**src/rtl/dpll_backtrack_ctrl.sv**
```systemverilog
// dpll_backtrack_ctrl: DPLL backtrack controller that owns Stack_bool and unwinds it on conflict.
// Ports: clock/reset (async active-high); decide_valid/ready and conflict_valid/ready handshakes
// from the decision engine; sb_front/sb_full/sb_empty from Stack_bool and sb_wr_en/sb_pop/sb_din
// to it; level = stack occupancy; unassign_valid/level and flip_valid/level pulses; bt_busy;
// sticky unsat and err. Optional build macro BT_STATS_EN adds conflict_cnt and max_level.
// Stack bit: 0 = alternative untried, 1 = alternative already tried.
module dpll_backtrack_ctrl #(
  parameter int DEPTH = 32,
  parameter int LVL_W = 6
) (
  input  logic             clock,
  input  logic             reset,
  input  logic             decide_valid,
  output logic             decide_ready,
  input  logic             conflict_valid,
  output logic             conflict_ready,
  input  logic             sb_front,
  input  logic             sb_full,
  input  logic             sb_empty,
  output logic             sb_wr_en,
  output logic             sb_pop,
  output logic             sb_din,
  output logic [LVL_W-1:0] level,
  output logic             unassign_valid,
  output logic [LVL_W-1:0] unassign_level,
  output logic             flip_valid,
  output logic [LVL_W-1:0] flip_level,
  output logic             bt_busy,
  output logic             unsat,
  output logic             err
`ifdef BT_STATS_EN
  , output logic [31:0]      conflict_cnt,
  output logic [LVL_W-1:0] max_level
`endif
);
  typedef enum logic [1:0] {IDLE, SCAN, FLIP, UNSAT} state_t;
  localparam logic [LVL_W-1:0] TOP = LVL_W'(DEPTH);
  state_t state;
  logic idle, accept, inc, dec;
  logic [LVL_W-1:0] level_next;
  always_comb begin
    idle           = state == IDLE && !reset;
    conflict_ready = idle;
    decide_ready   = idle && !sb_full && !conflict_valid && level != TOP;
    accept         = conflict_valid && conflict_ready;
    sb_wr_en       = (decide_valid && decide_ready) || (state == FLIP && !sb_full);
    sb_pop         = state == SCAN && !sb_empty;
    sb_din         = state == FLIP;
    unassign_valid = sb_pop;
    unassign_level = level;
    flip_valid     = state == FLIP;
    bt_busy        = state != IDLE;
    unsat          = state == UNSAT;
    inc            = sb_wr_en && level != TOP;
    dec            = sb_pop && level != '0;
    level_next     = inc ? level + LVL_W'(1) : dec ? level - LVL_W'(1) : level;
  end
  always_ff @(posedge clock or posedge reset)
    if (reset) begin
      state      <= IDLE;
      level      <= '0;
      flip_level <= '0;
      err        <= 1'b0;
    end else begin
      level <= level_next;
      // occupancy and stack flags must agree whenever the stack is quiescent
      err   <= err | (state == IDLE && (((level == '0) != sb_empty) || ((level == TOP) != sb_full)));
      if (state == SCAN && !sb_empty && !sb_front) flip_level <= level;
      case (state)
        IDLE:    state <= accept ? SCAN : IDLE;
        SCAN:    state <= sb_empty ? UNSAT : sb_front ? SCAN : FLIP;
        FLIP:    state <= IDLE;
        default: state <= UNSAT;
      endcase
    end
`ifdef BT_STATS_EN
  always_ff @(posedge clock or posedge reset)
    if (reset) begin
      conflict_cnt <= '0;
      max_level    <= '0;
    end else begin
      conflict_cnt <= conflict_cnt + 32'(accept && !(&conflict_cnt));
      max_level    <= level_next > max_level ? level_next : max_level;
    end
`endif
endmodule

```
**config.mk**
```make
export PLATFORM = sky130hd
export DESIGN_NAME = dpll_backtrack_ctrl
export DESIGN_NICKNAME = d
export VERILOG_FILES = /design/src/rtl/dpll_backtrack_ctrl.sv
export SDC_FILE = /design/constraint.sdc
export NUM_CORES = 1
export LEC_CHECK = 0
export BUFFER_PORTS_ARGS = -buffer_cell sky130_fd_sc_hd__buf_2
export CORE_MARGIN = 2
export CORE_UTILIZATION = 45
export CTS_CLUSTER_SIZE = 12
export DETAILED_ROUTE_END_ITERATION = 6
export PLACE_DENSITY = 0.71
export SLEW_MARGIN = 5
export SYNTH_ARGS = -nofsm -noshare
export SYNTH_HDL_FRONTEND = slang
export SYNTH_SLANG_ARGS = --single-unit
export TNS_END_PERCENT = 50
```
**constraint.sdc**
```tcl
create_clock -name clock -period 3.5 [get_ports clock]
set_input_delay 0.35 -clock clock [delete_from_list [all_inputs] [get_ports clock]]
set_output_delay 0.35 -clock clock [all_outputs]
set_load 0.02 [all_outputs]
```
Word-level counts from Yosys, hierarchy flattened

Index checks and enable logic that the tools add are counted.

Reduce and logical (&&, ||, !) cells: 24
Add/sub/neg operators: 2
Multiplexer cells: 6
Equality and inequality tests: 7
Bitwise gates (word level): 1

Operators with widths:

| cell                  | number |
|---|---|
| $logic_and A1 B1 Y1   | 12 |
| $mux W6               | 2 |
| $add A6 B1 Y6 const B | 1 |
| $eq A6 B6 Y1 const B  | 1 |
| $logic_not A6 Y1      | 1 |
| $ne A6 B6 Y1 const B  | 1 |
| $pmux W2 S3           | 1 |
| $reduce_bool A6 Y1    | 1 |
| $sub A6 B1 Y6 const B | 1 |
| $logic_not A1 Y1      | 5 |
| $eq A2 B2 Y1 const B  | 2 |
| $mux W2               | 2 |
| $reduce_bool A2 Y1    | 2 |
| $eq A2 B1 Y1 const B  | 1 |
| $logic_not A2 Y1      | 1 |
| $logic_or A1 B1 Y1    | 2 |
| $ne A1 B1 Y1          | 2 |
| $mux W1               | 1 |
| $or A1 B1 Y1          | 1 |

Register bits after elaboration: 15
Output and inout port bits: 28
Logic and storage cells: 44
Bits of input ports: 7

Logic depth before layout (Yosys ltp)

Word-level depth: 9
Gate-level depth with buffers: 11
Mapped depth without buffers: 11

Worst setup path after synthesis

No wires, ideal clock.

Kind: register to register
Start point: register level[2]
End point: register level[5]
Buffers on the path: 0
Required time: 3.377 ns
Setup slack: 0.755 ns
Data arrival time: 2.622 ns
Stages on the path, launching flop included: 11
Cells stage by stage: dfrtp_1 -> or4_1 -> nand2b_4 -> nor2_2 -> or2_2 -> ha_1 -> a211oi_1 -> o21bai_1 -> a211oi_1 -> mux2i_1 -> nor3_1

Cells in the longest elaborated chain, start to end: 6
Elaborated cells between the ends (all ways): 12
Those cells by class: add/sub: 2; eq/ne: 1; mux: 2; reduce/logical: 7

RTL lines:

| what                                                  | RTL line | RTL |
|---|---|---|
| start, declared                                       | 23       | `output logic [LVL_W-1:0] level,` |
| start signal, assigned                                | 65       | `level <= level_next;` |
| branches (longest 6 deep; another with $sub A6 B1 Y6) | -        |  |

Parallel ways; which one is timed is not known. The select of a mux whose other input is x is not followed.
A chain may end at the register's enable or synchronous reset.

Final worst setup path

Same ends and word-level chain as after synthesis.

==> flow_summary_export.csv <==
group,metric,value,unit
route,post_drt_wl_per_cell,13.9,um
timing,relSlewSlack,0.589,
placed_design,io_buffers,34,
worst_setup_path,worst_setup_path_start_kind,"flop",
worst_setup_path,crit_path_cell_trace,"or4_1 -> nand2b_4 -> nor2_2 -> or2_2 -> ha_1 -> a211oi_1 -> o21bai_1 -> a211oi_1 -> mux2i_1 -> nor3_1",
worst_setup_path,r2r_cells,10,
hold_path,hold_class,"input port to asynchronous set/reset pin",
timing,worst_pin_slew,0.614,ns
layout,fillers,199,
layout,design_area,1150,um^2
worst_setup_path,arrival,3.08,ns
clocking,clock-root-buffer,"clkbuf_4",
placed_design,post-place-cells,147,
floorplan,die_y,50.7,um
yosys,synth.avg_cell_area,10.4,um^2
yosys,syn_inst,94,
clocking,clk_latency,0.28,ns
route,ant_nets,0,
worst_setup_path,timing.rr.start,"level[2]$_DFFE_PP0P_",
grt,first_global_vias,767,
placed_design,place_congestion,0.861,
yosys,ys_types,32,
timing,setup_viol,0,
floorplan,num_rows,16,
floorplan,core,2000,um^2
route,viasPerCell,5.26,
clocking,cts_tree,"built",
layout,final_cell_count_no_fill,151,
clocking,post_cts_resized,0,
worst_setup_path,cp.depth,10,
grt,grt_max_degree,16,
flow_run,drv_cap,0,
timing,fin_hold_ws,0.147,ns
layout,num-nets-final,137,
clocking,clockBufferDepth,2,
worst_setup_path,critPathKind,"flop to flop",
timing,fin_crit_sh,0.827,
power,total_power,1.28,mW
yosys,synth_fp_nets,106,
layout,antenna_cells,0,
floorplan,ios,35,
timing,fin_ws,0.606,ns
clocking,cts_made_buffers,3,
clocking,cts-htree-levels,1,
route,vias,795,
floorplan,start_util,0.489,
yosys,synth_top_area_cell,"dfrtp_1",
worst_setup_path,crit_buf_inv,0,
worst_setup_path,slowest_delay,0.57,ns
yosys,ys_ff_latch,15,
grt,grt_usage,0.175,
grt,grt_pass1_wl,3430,um
route,drt_pre_antenna_iters,4,
timing,rsz0062_at_grt,"no",
layout,final_util,0.575,
power,p_per_area,1110,nW/um^2
clocking,path_clk_slew,0.10,ns
clocking,post_cts_buffers,0,
timing,finalMaxSlewViolations,0,
worst_setup_path,cp_max_fo,6,
timing,max_clock_freq,0.346,GHz
worst_setup_path,slowest_stage,"or4_1",
floorplan,die_x,50.7,um
placed_design,post-place-ws,0.614,ns
worst_setup_path,crit_path_frequent_cell,"a211oi_1",
yosys,syn_area,980,um^2
yosys,synth_area_leaders,"dfrtp_1, mux2_2, buf_4",
outcome,outcome,"finished, final reports clean",
timing,hold_violations,0,
yosys,yosysTopAreaCellShare,0.383,
placed_design,hpwl,1620,um
grt,grt_overflow_total,0,
grt,antenna_found_initial,0,
worst_setup_path,critPathTopFamily,"simple AND/OR/NAND/NOR gates",
power,ir_drop,0.662,mV
clocking,ctsHoldBuffers,0,
clocking,clock-sinks,15,
timing,tns,0,ns
route,drt-total-wl,2090,um
route,drt_iter0_drc,12,
yosys,ys_seq_area_frac,0.383,
worst_setup_path,end_kind,"flop",
placed_design,dpl_cell_area,1120,um^2
layout,syn_to_final_growth,17.5,%
route,drc_errors,0,
timing,fin_crit,2.89,ns
timing,skew,0.00795,ns
worst_setup_path,cp.required,3.68,ns
power,p_leak,0.583,nW
floorplan,die_area,2570,um^2
worst_setup_path,startpoint,"level[2]$_DFFE_PP0P_",
yosys,ys_warn_count,0,
layout,layout-drive-gt1-share,0.444,
## cell usage in the layout (no fill, tap or decap)
master,count
mux2_4,3
or2_2,2
a22oi_2,1
fa_1,1
o21ai_2,2
o21ai_0,1
a22o_1,1
mux2_2,7
nor2_1,9
and2_1,1
nand2_1,2
mux2i_1,2
ha_1,4
inv_1,8
a21oi_1,4
nand2b_4,1
nor3_1,2
and3_1,2
clkinv_2,1
a21boi_0,1
o21bai_1,2
nor3b_1,1
nor2b_1,1
buf_2,34
o31ai_1,1
or4_1,1
a211oi_1,2
nor2_2,1
nor4b_1,1
clkbuf_4,3
xnor2_1,4
o31a_1,1
a21o_1,2
dfrtp_1,15
## flip-flops by register name, summed over array words and instances, names as in the netlist
name        count
flip_level      6
level           6
err             1
state           2
## final timing paths
kind                                         to  slack, ns
min in group clock           state[1]$_DFF_PP0_       0.25
setup / recovery           level[5]$_DFFE_PP0P_       0.61
max in group asynchronous  level[0]$_DFFE_PP0P_       2.96
hold / removal               state[1]$_DFF_PP0_       0.15
setup reg to reg           level[5]$_DFFE_PP0P_       0.61
hold reg to reg                   err$_DFF_PP0_       0.50
## report_power, final
part           internal [mW]  switching (mW)  leakage (nW)
Sequential             0.259          0.0895         0.173
Combinational          0.359           0.469         0.392
Clock                 0.0424          0.0592        0.0177
Total                  0.661           0.617         0.583
## cell usage after synthesis
master    count
and2_1        1
o21ai_2       2
nor3b_1       1
nand2b_4      1
mux2i_1       2
a21boi_0      1
nor2b_1       1
mux2_2        7
nand2_1       2
o31a_1        1
ha_1          4
buf_4         8
dfrtp_1      15
a22o_1        1
nor4b_1       1
nor2_2        1
or4_1         1
inv_1         8
fa_1          1
or2_2         2
a22oi_2       1
o21bai_1      2
a21oi_1       4
nor2_1        9
a21o_1        2
mux2_4        3
o31ai_1       1
o21ai_0       1
a211oi_1      2
xnor2_1       4
and3_1        2
nor3_1        2
## cells by family after synthesis
group	count (synthesis)	share of synthesized area
buffers and inverters	16	0.0920
DFF	15	0.383
and+or+nand+nor	24	0.135
adders and majority gates	5	0.0715
AOI/OAI and AO/OA	18	0.135
muxes	12	0.147
xor gates and xnor gates	4	0.0358
## metal layers
metal / wire [um] / track usage / vias to the layer above
met2: 1040 / 0.327 / 28
met3: 108 / 0.0298 / 2
li1: - / - / 383
met5: 0 / 0 / -
met1: 932 / 0.211 / 382
met4: 10 / 0.0270 / 0
## worst register-to-register path: stages (launching register included)
cell and delay [ns]:
dfrtp_1 0.44, or4_1 0.57, nand2b_4 0.19, nor2_2 0.15
or2_2 0.20, ha_1 0.25, a211oi_1 0.24, o21bai_1 0.12
a211oi_1 0.35, mux2i_1 0.23, nor3_1 0.07
## area by class of cell
type	count	area [um^2]	share of cell area
sequential	15	375	0.326
clock buffer	3	22.5	0.0196
inverter	8	30.0	0.0261
tap	27	33.8	0.0293
multi-input combinational	63	514	0.447
timing repair buffer	34	170	0.148
clock inverter	1	5.00	0.00435
(Power assumes the default switching activity.)
